File: src/rtl/pool_pkg.sv
// Shared types and helpers for the 2x2 stride-2 max-pooling unit.
package pool_pkg;

  localparam int ADDR_W = 12;
  localparam int DATA_W = 16;

  typedef enum logic [2:0] {
    IDLE,
    ISSUE,
    DRAIN,
    WRITE,
    FIN
  } pool_state_t;

  function automatic logic signed [DATA_W-1:0] signed_max(
    input logic signed [DATA_W-1:0] a,
    input logic signed [DATA_W-1:0] b
  );
    return (a > b) ? a : b;
  endfunction

endpackage

File: src/rtl/pool_addr_gen.sv
// Window counters plus incremental source/destination pointers for the pooling walk.
module pool_addr_gen
  import pool_pkg::*;
#(
  parameter int NUM_CH = 3
) (
  input  logic              clk,
  input  logic              reset,
  input  logic              clear,
  input  logic              step,
  input  logic [ADDR_W-1:0] src_base,
  input  logic [ADDR_W-1:0] dest_base,
  input  logic [5:0]        col_size,
  input  logic              row_odd,
  input  logic [4:0]        out_rows,
  input  logic [4:0]        out_cols,
  output logic [ADDR_W-1:0] win_addr,
  output logic [ADDR_W-1:0] dest_addr,
  output logic              last_window,
  output logic              last_all
);

  localparam int CH_W = (NUM_CH > 1) ? $clog2(NUM_CH) : 1;

  logic [4:0]        col_q, col_d, row_q, row_d;
  logic [CH_W-1:0]   ch_q, ch_d;
  logic [ADDR_W-1:0] row_base_q, row_base_d, win_q, win_d, dst_q, dst_d;
  logic [ADDR_W-1:0] stride1, stride2, row_next, ch_next;
  logic              col_end, row_end;

  assign stride1  = ADDR_W'(col_size);
  assign stride2  = stride1 << 1;
  assign row_next = row_base_q + stride2;
  // An odd trailing source row is skipped by adding one extra row stride.
  assign ch_next  = row_next + (row_odd ? stride1 : '0);

  assign col_end     = (col_q == out_cols - 5'd1);
  assign row_end     = (row_q == out_rows - 5'd1);
  assign last_window = col_end && row_end;
  assign last_all    = last_window && (ch_q == CH_W'(NUM_CH - 1));
  assign win_addr    = win_q;
  assign dest_addr   = dst_q;

  always_comb begin
    col_d      = col_q;
    row_d      = row_q;
    ch_d       = ch_q;
    row_base_d = row_base_q;
    win_d      = win_q;
    dst_d      = dst_q;
    if (step) begin
      dst_d = dst_q + ADDR_W'(1);
      if (!col_end) begin
        col_d = col_q + 5'd1;
        win_d = win_q + ADDR_W'(2);
      end else if (!row_end) begin
        col_d      = '0;
        row_d      = row_q + 5'd1;
        row_base_d = row_next;
        win_d      = row_next;
      end else begin
        col_d      = '0;
        row_d      = '0;
        ch_d       = ch_q + CH_W'(1);
        row_base_d = ch_next;
        win_d      = ch_next;
      end
    end
  end

  always_ff @(posedge clk) begin
    if (reset) begin
      col_q      <= '0;
      row_q      <= '0;
      ch_q       <= '0;
      row_base_q <= '0;
      win_q      <= '0;
      dst_q      <= '0;
    end else if (clear) begin
      col_q      <= '0;
      row_q      <= '0;
      ch_q       <= '0;
      row_base_q <= src_base;
      win_q      <= src_base;
      dst_q      <= dest_base;
    end else begin
      col_q      <= col_d;
      row_q      <= row_d;
      ch_q       <= ch_d;
      row_base_q <= row_base_d;
      win_q      <= win_d;
      dst_q      <= dst_d;
    end
  end

endmodule

File: src/rtl/maxpool_unit.sv
// 2x2 stride-2 max pooling with optional ReLU over NUM_CH channel-major feature maps.
module maxpool_unit
  import pool_pkg::*;
#(
  parameter int NUM_CH = 3,
  parameter int RD_LAT = 2
) (
  input  logic              clk,
  input  logic              reset,
  input  logic              start,
  output logic              done,
  input  logic              relu_en,
  input  logic [ADDR_W-1:0] src_start_address,
  input  logic [ADDR_W-1:0] dest_start_address,
  input  logic [5:0]        src_row_size,
  input  logic [5:0]        src_col_size,
  output logic [ADDR_W-1:0] sram_address,
  input  logic [DATA_W-1:0] sram_readdata,
  output logic [ADDR_W-1:0] dest_address,
  output logic [DATA_W-1:0] dest_writedata,
  output logic              dest_write
);

  function automatic logic signed [DATA_W-1:0] relu_clamp(
    input logic signed [DATA_W-1:0] v,
    input logic                     en
  );
    return (en && v[DATA_W-1]) ? '0 : v;
  endfunction

  pool_state_t state_q, state_d;
  logic [1:0]  sub_q, sub_d;
  logic        done_q, done_d;
  logic        relu_q;
  logic [5:0]  rows_q, cols_q;
  logic        accept, degenerate, gen_step;
  logic [ADDR_W-1:0] win_addr, gen_dest;
  logic        last_window, last_all;

  logic [RD_LAT-1:0] vld_q, first_q, lastf_q;
  logic        issue, ret_vld, ret_first, ret_last;
  logic signed [DATA_W-1:0] rdata, acc_q, cmb;

  logic                     dest_write_q;
  logic [ADDR_W-1:0]        dest_address_q;
  logic signed [DATA_W-1:0] dest_writedata_q;

  assign accept     = (state_q == IDLE) && start;
  assign degenerate = (src_row_size[5:1] == 5'd0) || (src_col_size[5:1] == 5'd0);

  pool_addr_gen #(.NUM_CH(NUM_CH)) u_addr_gen (
    .clk        (clk),
    .reset      (reset),
    .clear      (accept),
    .step       (gen_step),
    .src_base   (src_start_address),
    .dest_base  (dest_start_address),
    .col_size   (cols_q),
    .row_odd    (rows_q[0]),
    .out_rows   (rows_q[5:1]),
    .out_cols   (cols_q[5:1]),
    .win_addr   (win_addr),
    .dest_addr  (gen_dest),
    .last_window(last_window),
    .last_all   (last_all)
  );

  // Read order within a window: (0,0), (0,1), (1,0), (1,1).
  assign sram_address = win_addr + (sub_q[1] ? ADDR_W'(cols_q) : '0) + ADDR_W'(sub_q[0]);

  always_comb begin
    state_d  = state_q;
    sub_d    = sub_q;
    done_d   = done_q;
    gen_step = 1'b0;
    case (state_q)
      IDLE: begin
        if (start) begin
          done_d  = 1'b0;
          sub_d   = '0;
          state_d = degenerate ? FIN : ISSUE;
        end
      end
      ISSUE: begin
        sub_d = sub_q + 2'd1;
        if (sub_q == 2'd3) state_d = DRAIN;
      end
      DRAIN: begin
        if (ret_last) state_d = WRITE;
      end
      WRITE: begin
        gen_step = 1'b1;
        state_d  = (last_window && last_all) ? FIN : ISSUE;
      end
      FIN:     state_d = IDLE;
      default: state_d = IDLE;
    endcase
    if (state_d == FIN) done_d = 1'b1;
  end

  always_ff @(posedge clk) begin
    if (reset) begin
      state_q <= IDLE;
      sub_q   <= '0;
      done_q  <= 1'b0;
      relu_q  <= 1'b0;
      rows_q  <= '0;
      cols_q  <= '0;
    end else begin
      state_q <= state_d;
      sub_q   <= sub_d;
      done_q  <= done_d;
      if (accept) begin
        relu_q <= relu_en;
        rows_q <= src_row_size;
        cols_q <= src_col_size;
      end
    end
  end

  // Stage boundary: read tags travel with the SRAM latency.
  assign issue = (state_q == ISSUE);

  always_ff @(posedge clk) begin
    if (reset) begin
      vld_q   <= '0;
      first_q <= '0;
      lastf_q <= '0;
    end else begin
      vld_q[0]   <= issue;
      first_q[0] <= issue && (sub_q == 2'd0);
      lastf_q[0] <= issue && (sub_q == 2'd3);
      for (int n = 1; n < RD_LAT; n++) begin
        vld_q[n]   <= vld_q[n-1];
        first_q[n] <= first_q[n-1];
        lastf_q[n] <= lastf_q[n-1];
      end
    end
  end

  assign ret_vld   = vld_q[RD_LAT-1];
  assign ret_first = ret_vld && first_q[RD_LAT-1];
  assign ret_last  = ret_vld && lastf_q[RD_LAT-1];
  assign rdata     = sram_readdata;
  assign cmb       = ret_first ? rdata : signed_max(acc_q, rdata);

  // Stage boundary: max accumulator and registered write port.
  always_ff @(posedge clk) begin
    if (ret_vld) acc_q <= cmb;
  end

  always_ff @(posedge clk) begin
    if (reset) begin
      dest_write_q     <= 1'b0;
      dest_address_q   <= '0;
      dest_writedata_q <= '0;
    end else begin
      dest_write_q <= ret_last;
      if (ret_last) begin
        dest_address_q   <= gen_dest;
        dest_writedata_q <= relu_clamp(cmb, relu_q);
      end
    end
  end

  assign done           = done_q;
  assign dest_write     = dest_write_q;
  assign dest_address   = dest_address_q;
  assign dest_writedata = dest_writedata_q;

endmodule

File: config.mk
export PLATFORM = sky130hd
export DESIGN_NAME = maxpool_unit
export DESIGN_NICKNAME = d
export VERILOG_FILES = /design/src/rtl/pool_pkg.sv /design/src/rtl/pool_addr_gen.sv /design/src/rtl/maxpool_unit.sv
export SDC_FILE = /design/constraint.sdc
export NUM_CORES = 1
export LEC_CHECK = 0
export BUFFER_PORTS_ARGS = -buffer_cell sky130_fd_sc_hd__buf_4
export CORE_UTILIZATION = 50
export DETAILED_ROUTE_END_ITERATION = 16
export HOLD_SLACK_MARGIN = 0.1
export PLACE_DENSITY = 0.78
export SLEW_MARGIN = 5
export SYNTH_ARGS = -nofsm -noshare
export SYNTH_HDL_FRONTEND = slang
export SYNTH_SLANG_ARGS = --single-unit
File: constraint.sdc
create_clock -name clk -period 8.32 [get_ports clk]
set_input_delay 0.832 -clock clk [delete_from_list [all_inputs] [get_ports clk]]
set_output_delay 0.832 -clock clk [all_outputs]
set_load 0.005 [all_outputs]
After elaboration in Yosys (flattened, before gate mapping)
Cells that the tools add are included.
Cells by class
  add/subtract/negate cells: 12
  magnitude comparators: 1
  eq/ne operators: 9
  muxes and demuxes: 28
  reductions and logical operators: 25
Operators by type and width (number)
  $mux 12: 9
  $mux 16: 3
  $gt 16x16->1: 1
  $mux 3: 5
  $add 12x1->12: 1
  $add 12x1->12 const B: 1
  $add 12x12->12: 1
  $add 12x2->12 const B: 1
  $add 12x6->12: 1
  $add 12x7->12: 1
  $mux 6: 2
  $pmux 3 s4: 1
  $add 5x1->5 const B: 2
  $eq 5x5->1: 2
  $logic_not 5->1: 2
  $mux 5: 2
  $reduce_bool 2->1: 5
  $sub 5x1->5 const B: 2
  $logic_and 1x1->1: 9
  $reduce_and 2->1: 4
  $eq 3x2->1 const B: 2
  $add 2x1->2 const B: 2
  $eq 2x2->1 const B: 2
  $mux 1: 4
  other kinds (10): 10
Word-level totals
  bits in registers: 118
  input bits: 56
  output and inout bits: 42
  logic and storage cells: 94

Longest topological paths before layout
  depth in word-level cells: 10
  gate-level depth with buffers: 12

Cells and area by module
Synthesis repeated with hierarchy kept, for this count alone.
Unflattened totals
  cells, all modules: 804
  area total of the unflattened synthesis: 6846.6 um2
Modules (own cells, without submodules)
  pool_addr_gen: times used 1, cells each 428, area an instance 3468.3 um2, sequential area each 960.9 um2
  maxpool_unit: times used 1, cells each 376, area an instance 3378.2 um2, sequential area each 1561.5 um2

Worst setup path before layout
Ideal clock, no wire load.
  path kind: input -> register
  from: in sram_readdata[5]
  to: reg dest_writedata_q[10], in the netlist dest_writedata[10]
  setup time: 131 ps
  data arrival time: 2977 ps
  required time: 8189 ps
  path slack: 5212 ps
  stages on the path: 11
  cell sequence: inv_1 ha_1 a211o_1 o211ai_1 nand4_1 o211ai_1 mux2_2 buf_2 mux2i_1 clkbuf_1 o41ai_1
On the way
  longest elaborated chain between the ends: 5
RTL lines
  start: declaration: line maxpool_unit.sv:18  | input logic [DATA_W-1:0] sram_readdata,
  $gt 16x16->1 *: line pool_pkg.sv:19  | return (a > b) ? a : b;
  $mux 16 *: line pool_pkg.sv:19
  $mux 16 *: line maxpool_unit.sv:145  | assign cmb = ret_first ? rdata : signed_max(acc_q, rdata);
  $logic_and 1x1->1: line maxpool_unit.sv:28  | return (en && v[DATA_W-1]) ? '0 : v;
  $mux 16 *: line maxpool_unit.sv:28
  end signal: assignment: line maxpool_unit.sv:161  | dest_writedata_q <= relu_clamp(cmb, relu_q);
  end: declaration: line maxpool_unit.sv:46  | logic signed [DATA_W-1:0] dest_writedata_q;
Every way passes the cells marked *; elsewhere a longest branch is shown, timed or not.
A chain may end at the register's enable or synchronous reset.

Worst setup path in the final report
  from: reg cols_q[1]
  to: out sram_address[9]
On the way
  longest elaborated chain between the ends: 3
RTL lines
  start: declaration: line maxpool_unit.sv:35  | logic [5:0] rows_q, cols_q;
  start signal: assignment: line maxpool_unit.sv:116  | cols_q <= src_col_size;
  $mux 6: line maxpool_unit.sv:69  | assign sram_address = win_addr + (sub_q[1] ? ADDR_W'(cols_q) : '0) + ADDR_W'(sub_q[0]);
  $add 12x6->12: line maxpool_unit.sv:69
  $add 12x1->12: line maxpool_unit.sv:69
  end: declaration: line maxpool_unit.sv:17  | output logic [ADDR_W-1:0] sram_address,
Every way passes these cells.

==> tab_implementation.tex <==
\begin{tabular}{lr}
\hline
Metric & Value \\
\hline
\multicolumn{2}{l}{\textbf{Cells and area}} \\
Most frequent cells in the layout & 117 x sky130\_fd\_sc\_hd\_\_nand2\_1, 102 x sky130\_fd\_sc\_hd\_\_dfxtp\_1, 100 x sky130\_fd\_sc\_hd\_\_buf\_4, 65 x sky130\_fd\_sc\_hd\_\_nor2\_1, 56 x sky130\_fd\_sc\_hd\_\_a21oi\_1 \\
Net count reported at finish & 994 \\
Antenna Diode Count & 0 \\
Final-layout fill cell count & 1211 \\
Most common cell after layout, fill and taps aside & sky130\_fd\_sc\_hd\_\_nand2\_1 \\
Signed area change from the synthesized netlist to the final layout & 20.5\% \\
Finished Layout Cells & 1081 \\
Layout cells sized above 1 & 16.9\% \\
Area of all placed cells without fillers & 8350 um2 \\
\multicolumn{2}{l}{\textbf{Timing}} \\
Final hold viol count & 0 \\
Period utilisation layout & 45.3\% \\
Number of pins exceeding their max-slew limit in the final report & 0 \\
Hold\_ws & 440 ps \\
Transition time at the pin with the least slew margin & 1090 ps \\
Final total negative setup slack & 0 ps \\
Tightest slew margin relative to the limit & 26.8\% \\
Final Setup Violations & 0 \\
Clk\_skew & 4.19 ps \\
Unrepaired setup endpoints after global routing & false \\
Final critical-path required period & 3770 ps \\
Highest achievable clock rate & 0.266 GHz \\
\multicolumn{2}{l}{\textbf{Routing}} \\
Post-DRT Antenna Nets & 0 \\
Drt via density & 5.76 \\
Initial detailed-routing violation count & 445 \\
Detailed Routing Iterations Pass 1 & 5 \\
Remaining routing DRC violations & 0 \\
Routed wirelength normalized by instance count & 16.2 um \\
Number of vias in the routed layout & 6231 \\
Routed wire length & 17.5 mm \\
\multicolumn{2}{l}{\textbf{Logic synthesis}} \\
Synthesized area per cell & 8.50 um2 \\
EDFF count, synth & 16 \\
Post-synth net total & 918 \\
Number of distinct library cells after synthesis & 77 \\
Async set-reset flop share out of synthesis & 0\% \\
Synthesis-stage register bit count & 118 \\
YS warnings & 0 \\
Register area share after synthesis & 36.4\% \\
Synthesized instance count & 816 \\
Post-Syn Area & 6930 um2 \\
Synth Flop Type & sky130\_fd\_sc\_hd\_\_dfxtp\_1 \\
\multicolumn{2}{l}{\textbf{Placed design}} \\
HPWL after detailed placement & 12.3 mm \\
Post-place instance area & 7690 um2 \\
Port buffer count & 97 \\
Weighted congestion at the end of routability-driven global placement & 0.933 \\
Dpl cells & 1049 \\
\multicolumn{2}{l}{\textbf{Clock network}} \\
Clock root buffer & sky130\_fd\_sc\_hd\_\_clkbuf\_16 \\
Number of sinks on the clock net & 118 \\
Number of buffers on the longest clock path & 2 \\
Clk slew on worst S/H paths & 60 ps \\
\# hold bufs at CTS & 0 \\
CTS tree & built \\
Latest clock arrival within the worst-skew pair & 420 ps \\
CTS HTree Levels & 4 \\
Number of buffers added for setup after CTS & 0 \\
Inserted Clock Buffers & 17 \\
Post-CTS resize count & 0 \\
\multicolumn{2}{l}{\textbf{Worst setup path}} \\
Endpoint class of the critical path & primary output \\
Crit path max-delay cell type & sky130\_fd\_sc\_hd\_\_dfxtp\_1 \\
Largest incremental delay on the critical path & 520 ps \\
Startpoint types & register \\
Crit-path max FO & 7 \\
Required time of the critical path & 7490 ps \\
Arrival time of data at the critical path endpoint & 2930 ps \\
Worst path bufs/invs & 2 \\
List of cells traversed by the critical path & inv\_1 -> nor2\_1 -> ha\_1 -> nor2b\_1 -> o21ai\_0 -> a21boi\_0 -> o21ai\_0 -> a21boi\_0 -> o2111ai\_1 -> xnor2\_1 -> buf\_4 \\
Reg2reg setup slack & 4880 ps \\
Cell class contributing the biggest share of worst-path delay & compound AO/OA/AOI/OAI gates \\
Category of the most critical setup path & register to primary output \\
\multicolumn{2}{l}{\textbf{Global routing}} \\
First-pass GRT wire length & 28.3 mm \\
Total overflow reported by the global router & 0 \\
Via count of the first global-routing pass & 5816 \\
Pin count of the biggest net entering global routing & 88 \\
All-layer global routing usage & 25.0\% \\
Initial antenna violation count & 0 \\
\multicolumn{2}{l}{\textbf{Status}} \\
Outcome & complete, no violations \\
\multicolumn{2}{l}{\textbf{Die}} \\
Core area & 13400 um2 \\
IO Count & 98 \\
Initial core utilization & 51.7\% \\
Die area & 14300 um2 \\
Horiz. Die Dim & 120 um \\
Chip Height & 120 um \\
Row cnt & 42 \\
\multicolumn{2}{l}{\textbf{Run}} \\
Max-Cap Viols & 0 \\
\multicolumn{2}{l}{\textbf{Power}} \\
Power density over the cells & 196 nW/um2 \\
Leakage power & 3.45 nW \\
Highest ir drop seen on vdd & 108 uV \\
\multicolumn{2}{l}{\textbf{Min path}} \\
Kind of path behind the tightest hold check & register to register \\
\hline
\end{tabular}
-- synthesized netlist by cell type (17+ instances only) --
master | instances | share of area [%]
sky130_fd_sc_hd__a211oi_1 | 18 | 1.9
sky130_fd_sc_hd__a21oi_1 | 56 | 4.0
sky130_fd_sc_hd__clkbuf_1 | 31 | 1.7
sky130_fd_sc_hd__dfxtp_1 | 102 | 29
sky130_fd_sc_hd__ha_1 | 42 | 7.6
sky130_fd_sc_hd__inv_1 | 48 | 2.6
sky130_fd_sc_hd__mux2i_1 | 19 | 2.7
sky130_fd_sc_hd__nand2_1 | 117 | 6.3
sky130_fd_sc_hd__nand3_1 | 17 | 1.2
sky130_fd_sc_hd__nor2_1 | 65 | 3.5
sky130_fd_sc_hd__nor3_1 | 19 | 1.4
sky130_fd_sc_hd__o21ai_0 | 21 | 1.5
sky130_fd_sc_hd__o41ai_1 | 17 | 2.1
sky130_fd_sc_hd__xnor2_1 | 26 | 3.3
sky130_fd_sc_hd__xor2_1 | 22 | 2.8
-- worst paths after layout --
path	start	to	cells past startpoint
worst min-delay path	first_q[0]	first_q[1]	1
worst max register to register	cols_q[0]	u_addr_gen.win_addr[11]	12
worst max-delay path	cols_q[1]	sram_address[9]	11
worst min register to register	first_q[0]	first_q[1]	1
-- per-layer routing --
| layer | wire length [um] | global-route usage, % | vias up |
|---|---|---|---|
| met2 | 8380 | 42.4 | 206 |
| li1 | - | - | 3074 |
| met5 | 0 | 0 | - |
| met1 | 7840 | 31.4 | 2921 |
| met4 | 338 | 10.0 | 0 |
| met3 | 971 | 4.56 | 30 |
-- state kept, by name, summed over array words and instances, names as in the netlist, 3 cells and up --
name,flops
acc_q,16
cols_q,6
dest_address,12
dest_writedata,16
rows_q,6
state_q,3
u_addr_gen.col_q,5
u_addr_gen.dest_addr,12
u_addr_gen.row_base_q,12
u_addr_gen.row_q,5
u_addr_gen.win_addr,12
-- cell families (layout without fill, tap and decap cells) --
kind of cell	after synthesis	after routing	synth area share [%]
buf+inv	91	180	5.81
xor+xnor	48	48	6.06
flops	118	118	36.4
simple gates	291	291	20.0
compound gates	196	196	19.2
fa+ha+maj	47	47	8.88
mux	25	25	3.72
-- power by group --
group | internal [mW] | leakage, nW | total, mW | switching (mW)
clock | 0.541 | 0.324 | 0.805 | 0.264
combinational | 0.0916 | 2.15 | 0.200 | 0.108
sequential | 0.602 | 0.977 | 0.634 | 0.0319
-- through the flow --
stage | util, % | setup WS (ps) | power (mW)
3_5_place_dp | 57.4 | 4970 | 0.842
3_3_place_gp | 57.4 | 5050 | 0.837
4_1_cts | 62.3 | 4590 | 1.64
6_report | 62.3 | 4550 | 1.64
2_1_floorplan | - | 5210 | 0.775
5_1_grt | 62.3 | 4240 | 1.69
-- final cells by class --
cell class / instances / area (um2) / area share, %
Clock inverter: 8 / 130 / 1.56
Multi-Input combinational cell: 607 / 4020 / 48.1
Inverter: 48 / 180 / 2.16
Sequential cell: 118 / 2520 / 30.2
Clock buffer: 24 / 534 / 6.40
Timing Repair Buffer: 100 / 751 / 8.99
Tap cell: 176 / 220 / 2.64
(Power assumes the default switching activity.)
